===== config.mk =====
export PLATFORM = sky130hd
export DESIGN_NAME = alu_cmd_ctrl
export DESIGN_NICKNAME = d
export VERILOG_FILES = /design/src/rtl/alu_cmd_ctrl.sv
export SDC_FILE = /design/constraint.sdc
export NUM_CORES = 1
export LEC_CHECK = 0
export ABC_CLOCK_PERIOD_IN_PS = 2500
export CELL_PAD_IN_SITES_DETAIL_PLACEMENT = 1
export CELL_PAD_IN_SITES_GLOBAL_PLACEMENT = 2
export CORE_AREA = 2 2 94 133
export DETAILED_ROUTE_END_ITERATION = 8
export DIE_AREA = 0 0 96 135
export GPL_TIMING_DRIVEN = 0
export PLACE_DENSITY_LB_ADDON = 0.1
export RECOVER_POWER = 100
export SETUP_SLACK_MARGIN = 0.4
export SLEW_MARGIN = 0
export SYNTH_ARGS = -nofsm -noshare
export SYNTH_HDL_FRONTEND = slang
export SYNTH_SLANG_ARGS = --single-unit

===== constraint.sdc =====
create_clock -name clk -period 2.5 [get_ports clk]
set_input_delay 0.5 -clock clk [delete_from_list [all_inputs] [get_ports clk]]
set_output_delay 0.5 -clock clk [all_outputs]
set_load 0.01 [all_outputs]

===== src/rtl/alu_cmd_ctrl.sv =====
// Command front end for the combinational alu. It registers one operation,
// captures the result one cycle later, and holds it until the consumer takes it.
module alu_cmd_ctrl #(
   parameter int BW    = 16,
   parameter int CNT_W = 8
) (
   input  logic             clk,
   input  logic             rst_n,
   input  logic             cmd_valid,
   output logic             cmd_ready,
   input  logic [3:0]       cmd_opcode,
   input  logic [BW-1:0]    cmd_a,
   input  logic [BW-1:0]    cmd_b,
   input  logic             cmd_use_acc,
   output logic [BW-1:0]    alu_a,
   output logic [BW-1:0]    alu_b,
   output logic [3:0]       alu_opcode,
   input  logic [BW-1:0]    alu_out,
   input  logic [2:0]       alu_flags,
   output logic             rsp_valid,
   input  logic             rsp_ready,
   output logic [BW-1:0]    rsp_data,
   output logic [2:0]       rsp_flags,
   output logic             rsp_err,
   output logic [BW-1:0]    acc,
   output logic             sticky_ovf,
   input  logic             sticky_clr,
   output logic [CNT_W-1:0] op_count
);

   localparam logic [1:0] IDLE = 2'd0;
   localparam logic [1:0] EXEC = 2'd1;
   localparam logic [1:0] RESP = 2'd2;

   logic [1:0] state;
   logic [1:0] state_nxt;
   logic       cmd_fire;
   logic       rsp_fire;
   logic       exec_ok;
   logic       exec_err;
   logic       ovf_set;

   // Both channels transfer on a rising edge where valid && ready are high;
   // the source holds its payload stable until that edge.
   assign cmd_ready = rst_n && (state == IDLE);
   assign rsp_valid = (state == RESP);
   assign cmd_fire  = cmd_valid && cmd_ready;
   assign rsp_fire  = rsp_valid && rsp_ready;
   assign exec_ok   = (state == EXEC) && !alu_opcode[3];
   assign exec_err  = (state == EXEC) && alu_opcode[3];
   assign ovf_set   = exec_ok && alu_flags[2];

   always_comb begin
      state_nxt = state;
      case (state)
         IDLE:    if (cmd_fire) state_nxt = EXEC;
         EXEC:    state_nxt = RESP;
         RESP:    if (rsp_fire) state_nxt = IDLE;
         default: state_nxt = IDLE;
      endcase
   end

   always_ff @(posedge clk or negedge rst_n) begin
      if (!rst_n) state <= IDLE;
      else        state <= state_nxt;
   end

   // Operand registers keep their last value outside EXEC.
   always_ff @(posedge clk or negedge rst_n) begin
      if (!rst_n) begin
         alu_a      <= '0;
         alu_b      <= '0;
         alu_opcode <= '0;
      end else if (cmd_fire) begin
         alu_a      <= cmd_use_acc ? acc : cmd_a;
         alu_b      <= cmd_b;
         alu_opcode <= cmd_opcode;
      end
   end

   always_ff @(posedge clk or negedge rst_n) begin
      if (!rst_n) begin
         rsp_data  <= '0;
         rsp_flags <= '0;
         rsp_err   <= 1'b0;
      end else if (exec_ok) begin
         rsp_data  <= alu_out;
         rsp_flags <= alu_flags;
         rsp_err   <= 1'b0;
      end else if (exec_err) begin
         rsp_data  <= '0;
         rsp_flags <= '0;
         rsp_err   <= 1'b1;
      end
   end

   always_ff @(posedge clk or negedge rst_n) begin
      if (!rst_n) begin
         acc      <= '0;
         op_count <= '0;
      end else if (exec_ok) begin
         acc      <= alu_out;
         op_count <= op_count + CNT_W'(1);
      end
   end

   // A new overflow capture takes priority over a clear in the same cycle.
   always_ff @(posedge clk or negedge rst_n) begin
      if (!rst_n) sticky_ovf <= 1'b0;
      else        sticky_ovf <= (sticky_ovf && !sticky_clr) || ovf_set;
   end

endmodule


**Word-level counts from Yosys, hierarchy flattened**

Index checks and enable logic that the tools add are counted.
Widths: inputs -> output; s select.

- Add/subtract/negate cells: 1
- Multipliers: 0
- Divide/modulo/power cells: 0
- $lt $le $gt $ge: 0
- Equality and inequality tests: 4
- Shift operators: 0
- Muxes and demuxes: 10
- Bitwise operators: 0
- Reductions and logical operators: 13

Operator list:

| kind | number |
|---|---|
| $mux 16 | 3 |
| $add 8x1->8 const B | 1 |
| $logic_and 1x1->1 | 7 |
| $mux 3 | 2 |
| $pmux 2 s3 | 1 |
| $mux 2 | 2 |
| $eq 2x1->1 const B | 1 |
| $eq 2x2->1 const B | 1 |
| $logic_not 1->1 | 2 |
| $logic_not 2->1 | 1 |
| $mux 1 | 2 |
| $ne 2x1->1 const B | 1 |
| $ne 2x2->1 const B | 1 |
| $reduce_and 2->1 | 1 |
| $reduce_bool 2->1 | 1 |
| $logic_or 1x1->1 | 1 |

- Register bits after elaboration: 83
- Latch bits: 0
- Memory bits (writable): 0
- Memory bits (read-only): 0
- Bits of input ports: 61
- Output and inout port bits: 83
- Logic and storage cells: 38
- Memories kept: 0

**Longest topological paths before layout**

- Word-level depth: 5
- Mapped depth: 5
- Gate-level depth less buffers: 3

**Worst setup path after synthesis**

Ideal clock, no wire load.

- Kind: input to register
- Start: input cmd_valid
- End: register alu_b[10]
- Library setup time: 0.125 ns
- Arrival time: 1.277 ns
- Data required time: 2.375 ns
- Slack: 1.097 ns
- Stages: 4
- Path buffers: 2
- Cells stage by stage: and4bb_1 -> buf_6 -> buf_6 -> mux2_4

- Word-level cells in the longest chain between the ends: 1

RTL lines:

| item | RTL line | source |
|---|---|---|
| start: declaration | 9 | `input logic cmd_valid,` |
| $logic_and 1x1->1 | 47 | `assign cmd_fire = cmd_valid && cmd_ready;` |
| end signal: assignment | 76 | `alu_b <= cmd_b;` |
| end: declaration | 16 | `output logic [BW-1:0] alu_b,` |

Every way passes these cells.
A chain may end at the register's enable or synchronous reset.

**Worst setup path in the final report**

- Start: register state[0]
- End: output rsp_valid

- Word-level cells in the longest chain between the ends: 1

RTL lines:

| item | RTL line | source |
|---|---|---|
| start: declaration | 35 | `logic [1:0] state;` |
| start signal: assignment | 65 | `else state <= state_nxt;` |
| $eq 2x2->1 | 46 | `assign rsp_valid = (state == RESP);` |
| end: declaration | 20 | `output logic rsp_valid,` |

Every way passes these cells.

==> reports/metrics.csv <==
metric;value;unit
status;finished with violations;
violations;hold timing;
hold_violations;8;
clock_latency;0.33;ns
p_per_area;980;mW/mm^2
die_h;135;um
ir_worst_vdd;0.387;mV
drc_errors;0;
layout_common_cells;dlygate4sd3_1, dfrtp_1, clkdlybuf4s50_1, mux2_2, a22o_1;
timing.rr.start;state[1];
drtPass1Iterations;4;
grt_pass1_vias;2719;
final_common_cell;dlygate4sd3_1;
worstSetupPathType;flip-flop to output pin;
endpoint_kind;output pin;
cts_buffers;9;
route.antenna.remaining_nets;0;
drive_above_1_share;13.6;%
avgSynthCellArea;14.6;sq um
yosysWarningCount;0;
fmax;479;MHz
critPathRequiredTime;2.00;ns
cts_tree;done;
slew_viol_final;0;
setup_viol;0;
antenna_found_initial;0;
pwr-share-clk;24.7;%
cts-root-buf;clkbuf_16;
synthDistinctLibCells;24;
die_area;0.0130;sq mm
wl_per_cell;17.2;um
power.total;5.08;mW
synth_nets;292;
clock_path_buffers;2;
crit_slowest_cell;dlygate4sd3_1;
num_rows;47;
fin_cells;537;
drv_cap;0;
p_sw;1.51;mW
diodes;0;
place_area;0.00498;sq mm
grt.total_usage;15.1;%
pin_count;144;
ys_seq_area_share;61.9;%
holdWs;-0.00730;ns
critPathCapture;rsp_valid;
fin_worst_skew;0.00698;ns
cpPeakStageDelay;0.63;ns
crit_path_cell_trace;nand2b_1, inv_1, dlygate4sd3_1;
reg2reg_to;acc[13];
combPwrFrac;34.5;%
crit_path_start;state[0];
via_per_inst;4.53;
wirelength;9.26;mm
pwr-share-seq;40.8;%
tightest_slew;1.18;ns
path_clk_slew;0.06;ns
hold_path.class;input port to async pin;
gp_congestion;0.682;
die_w;96;um
htree_levels;3;
core;0.0117;sq mm
slew_headroom;21.4;%
power.static_leakage;2.27;nW
syn_area;0.00335;sq mm
r2r_slack;0.51;ns
start_util;28.7;%
vias;2432;
swShare;29.8;%
ys_ff_latch;83;
drt_iter0_drc;52;
place_hpwl;6.82;mm
grt_start_max_net_pins;50;
post-route-min-period;2.09;ns
internal_power;3.56;mW
clock_sinks;83;
crit_path_start_kind;flip-flop;
critPathMaxFanout;5;
crit_arrival;1.59;ns
port_buffers;142;
worstRegToRegCells;4;
syn_inst;230;
final_area;0.00518;sq mm
setup_slack;0.412;ns
area_growth;54.4;%
fin_crit_sh;83.5;%
dp_cells;520;
dpl_worst_slack;0.188;ns
fin_nets;448;
grt_pass1_wl;14.6;mm
overflow;0;
rsz0062_at_grt;false;
## cells in the mapped netlist
| cell | instances | area share (%) |
|---|---|---|
| xnor2_1 | 6 | 1.6 |
| ha_1 | 1 | 0.37 |
| buf_2 | 6 | 0.90 |
| and3_1 | 2 | 0.37 |
| nand4_1 | 4 | 0.75 |
| mux2i_1 | 16 | 4.8 |
| mux2_2 | 21 | 7.1 |
| clkbuf_1 | 2 | 0.22 |
| and4bb_1 | 1 | 0.37 |
| buf_4 | 3 | 0.67 |
| a21oi_1 | 8 | 1.2 |
| nor3b_2 | 1 | 0.37 |
| inv_1 | 3 | 0.34 |
| a21oi_2 | 9 | 2.4 |
| o21ai_0 | 2 | 0.30 |
| nor3b_1 | 1 | 0.22 |
| a22o_1 | 19 | 5.0 |
| nand2b_1 | 2 | 0.37 |
| dfrtp_1 | 83 | 62 |
| mux2_4 | 16 | 7.2 |
| nor2_1 | 16 | 1.8 |
| nand2_1 | 3 | 0.34 |
| buf_6 | 4 | 1.3 |
| xor2_1 | 1 | 0.26 |
## metrics by stage
step                      TNS [ns]  utilization, %
after detailed placement         0            42.6
after global placement     -291.00            42.4
final                            0            44.2
after global routing             0            44.2
after CTS                        0            45.3
after floorplan                  0               -
## routing by layer
layer,part of all wire (%),global-route usage (%)
met5,0,0
met4,1.5,5.24
met2,51,25.0
met1,40,18.5
met3,7.2,4.69
## state kept, by name (all words and copies together), names as in the netlist
name        cells
rsp_data       16
alu_a          16
rsp_flags       3
rsp_err         1
op_count        8
sticky_ovf      1
acc            16
state           2
alu_opcode      4
alu_b          16
## power by group through the flow
stage | logic, mW | clock network [mW] | registers (mW)
finish | 1.75 | 1.25 | 2.07
floorplan | 0.606 | 0 | 2.30
CTS | 2.04 | 1.30 | 2.11
global placement | 2.01 | 0 | 2.11
global route | 1.92 | 1.37 | 2.15
detailed placement | 2.03 | 0 | 2.13
## cell type report
class,instances,area (sq um)
fillers,1275,6530
flip-flops and latches,83,2080
repair buffers,145,1450
multi-input cells,129,1100
clock buffers,13,270
well taps,147,184
plain buffers,15,76.3
inverters,3,11.3
clock inverters,2,10.0
## cells by family after synthesis
group	synth area share (%)
AO/OA/AOI/OAI	8.81
XOR/XNOR	1.83
adder cells (fa/ha/maj)	0.373
buffers and inverters	3.47
flip-flops	61.9
multiplexers	19.0
AND/OR/NAND/NOR	4.59
## worst min-delay path by stage
stage,startpoint,end,cells past startpoint
floorplan,rst_n,acc[0],0
global route,rst_n,acc[10],1
detailed placement,op_count[7],op_count[7],1
CTS,rst_n,acc[10],1
global placement,op_count[7],op_count[7],1
finish,rst_n,acc[10],1
## repair_timing
item | in CTS | in global routing
cloned | 0 | 0
gates resized for setup | 3 | 1
buffers inserted | 0 | 0
hold buffers | 2 | 0
hold endpoints to repair | 2 | 0
setup endpoints to repair | 1 | 1
## critical path, delay by kind of cell (launching register included)
| kind | cells | cell delay (ns) |
|---|---|---|
| buffers and inverters | 2 | 0.68 |
| flip-flops | 1 | 0.41 |
| AND/OR/NAND/NOR | 1 | 0.17 |
Note: power is estimated with default switching activity, not from simulation.
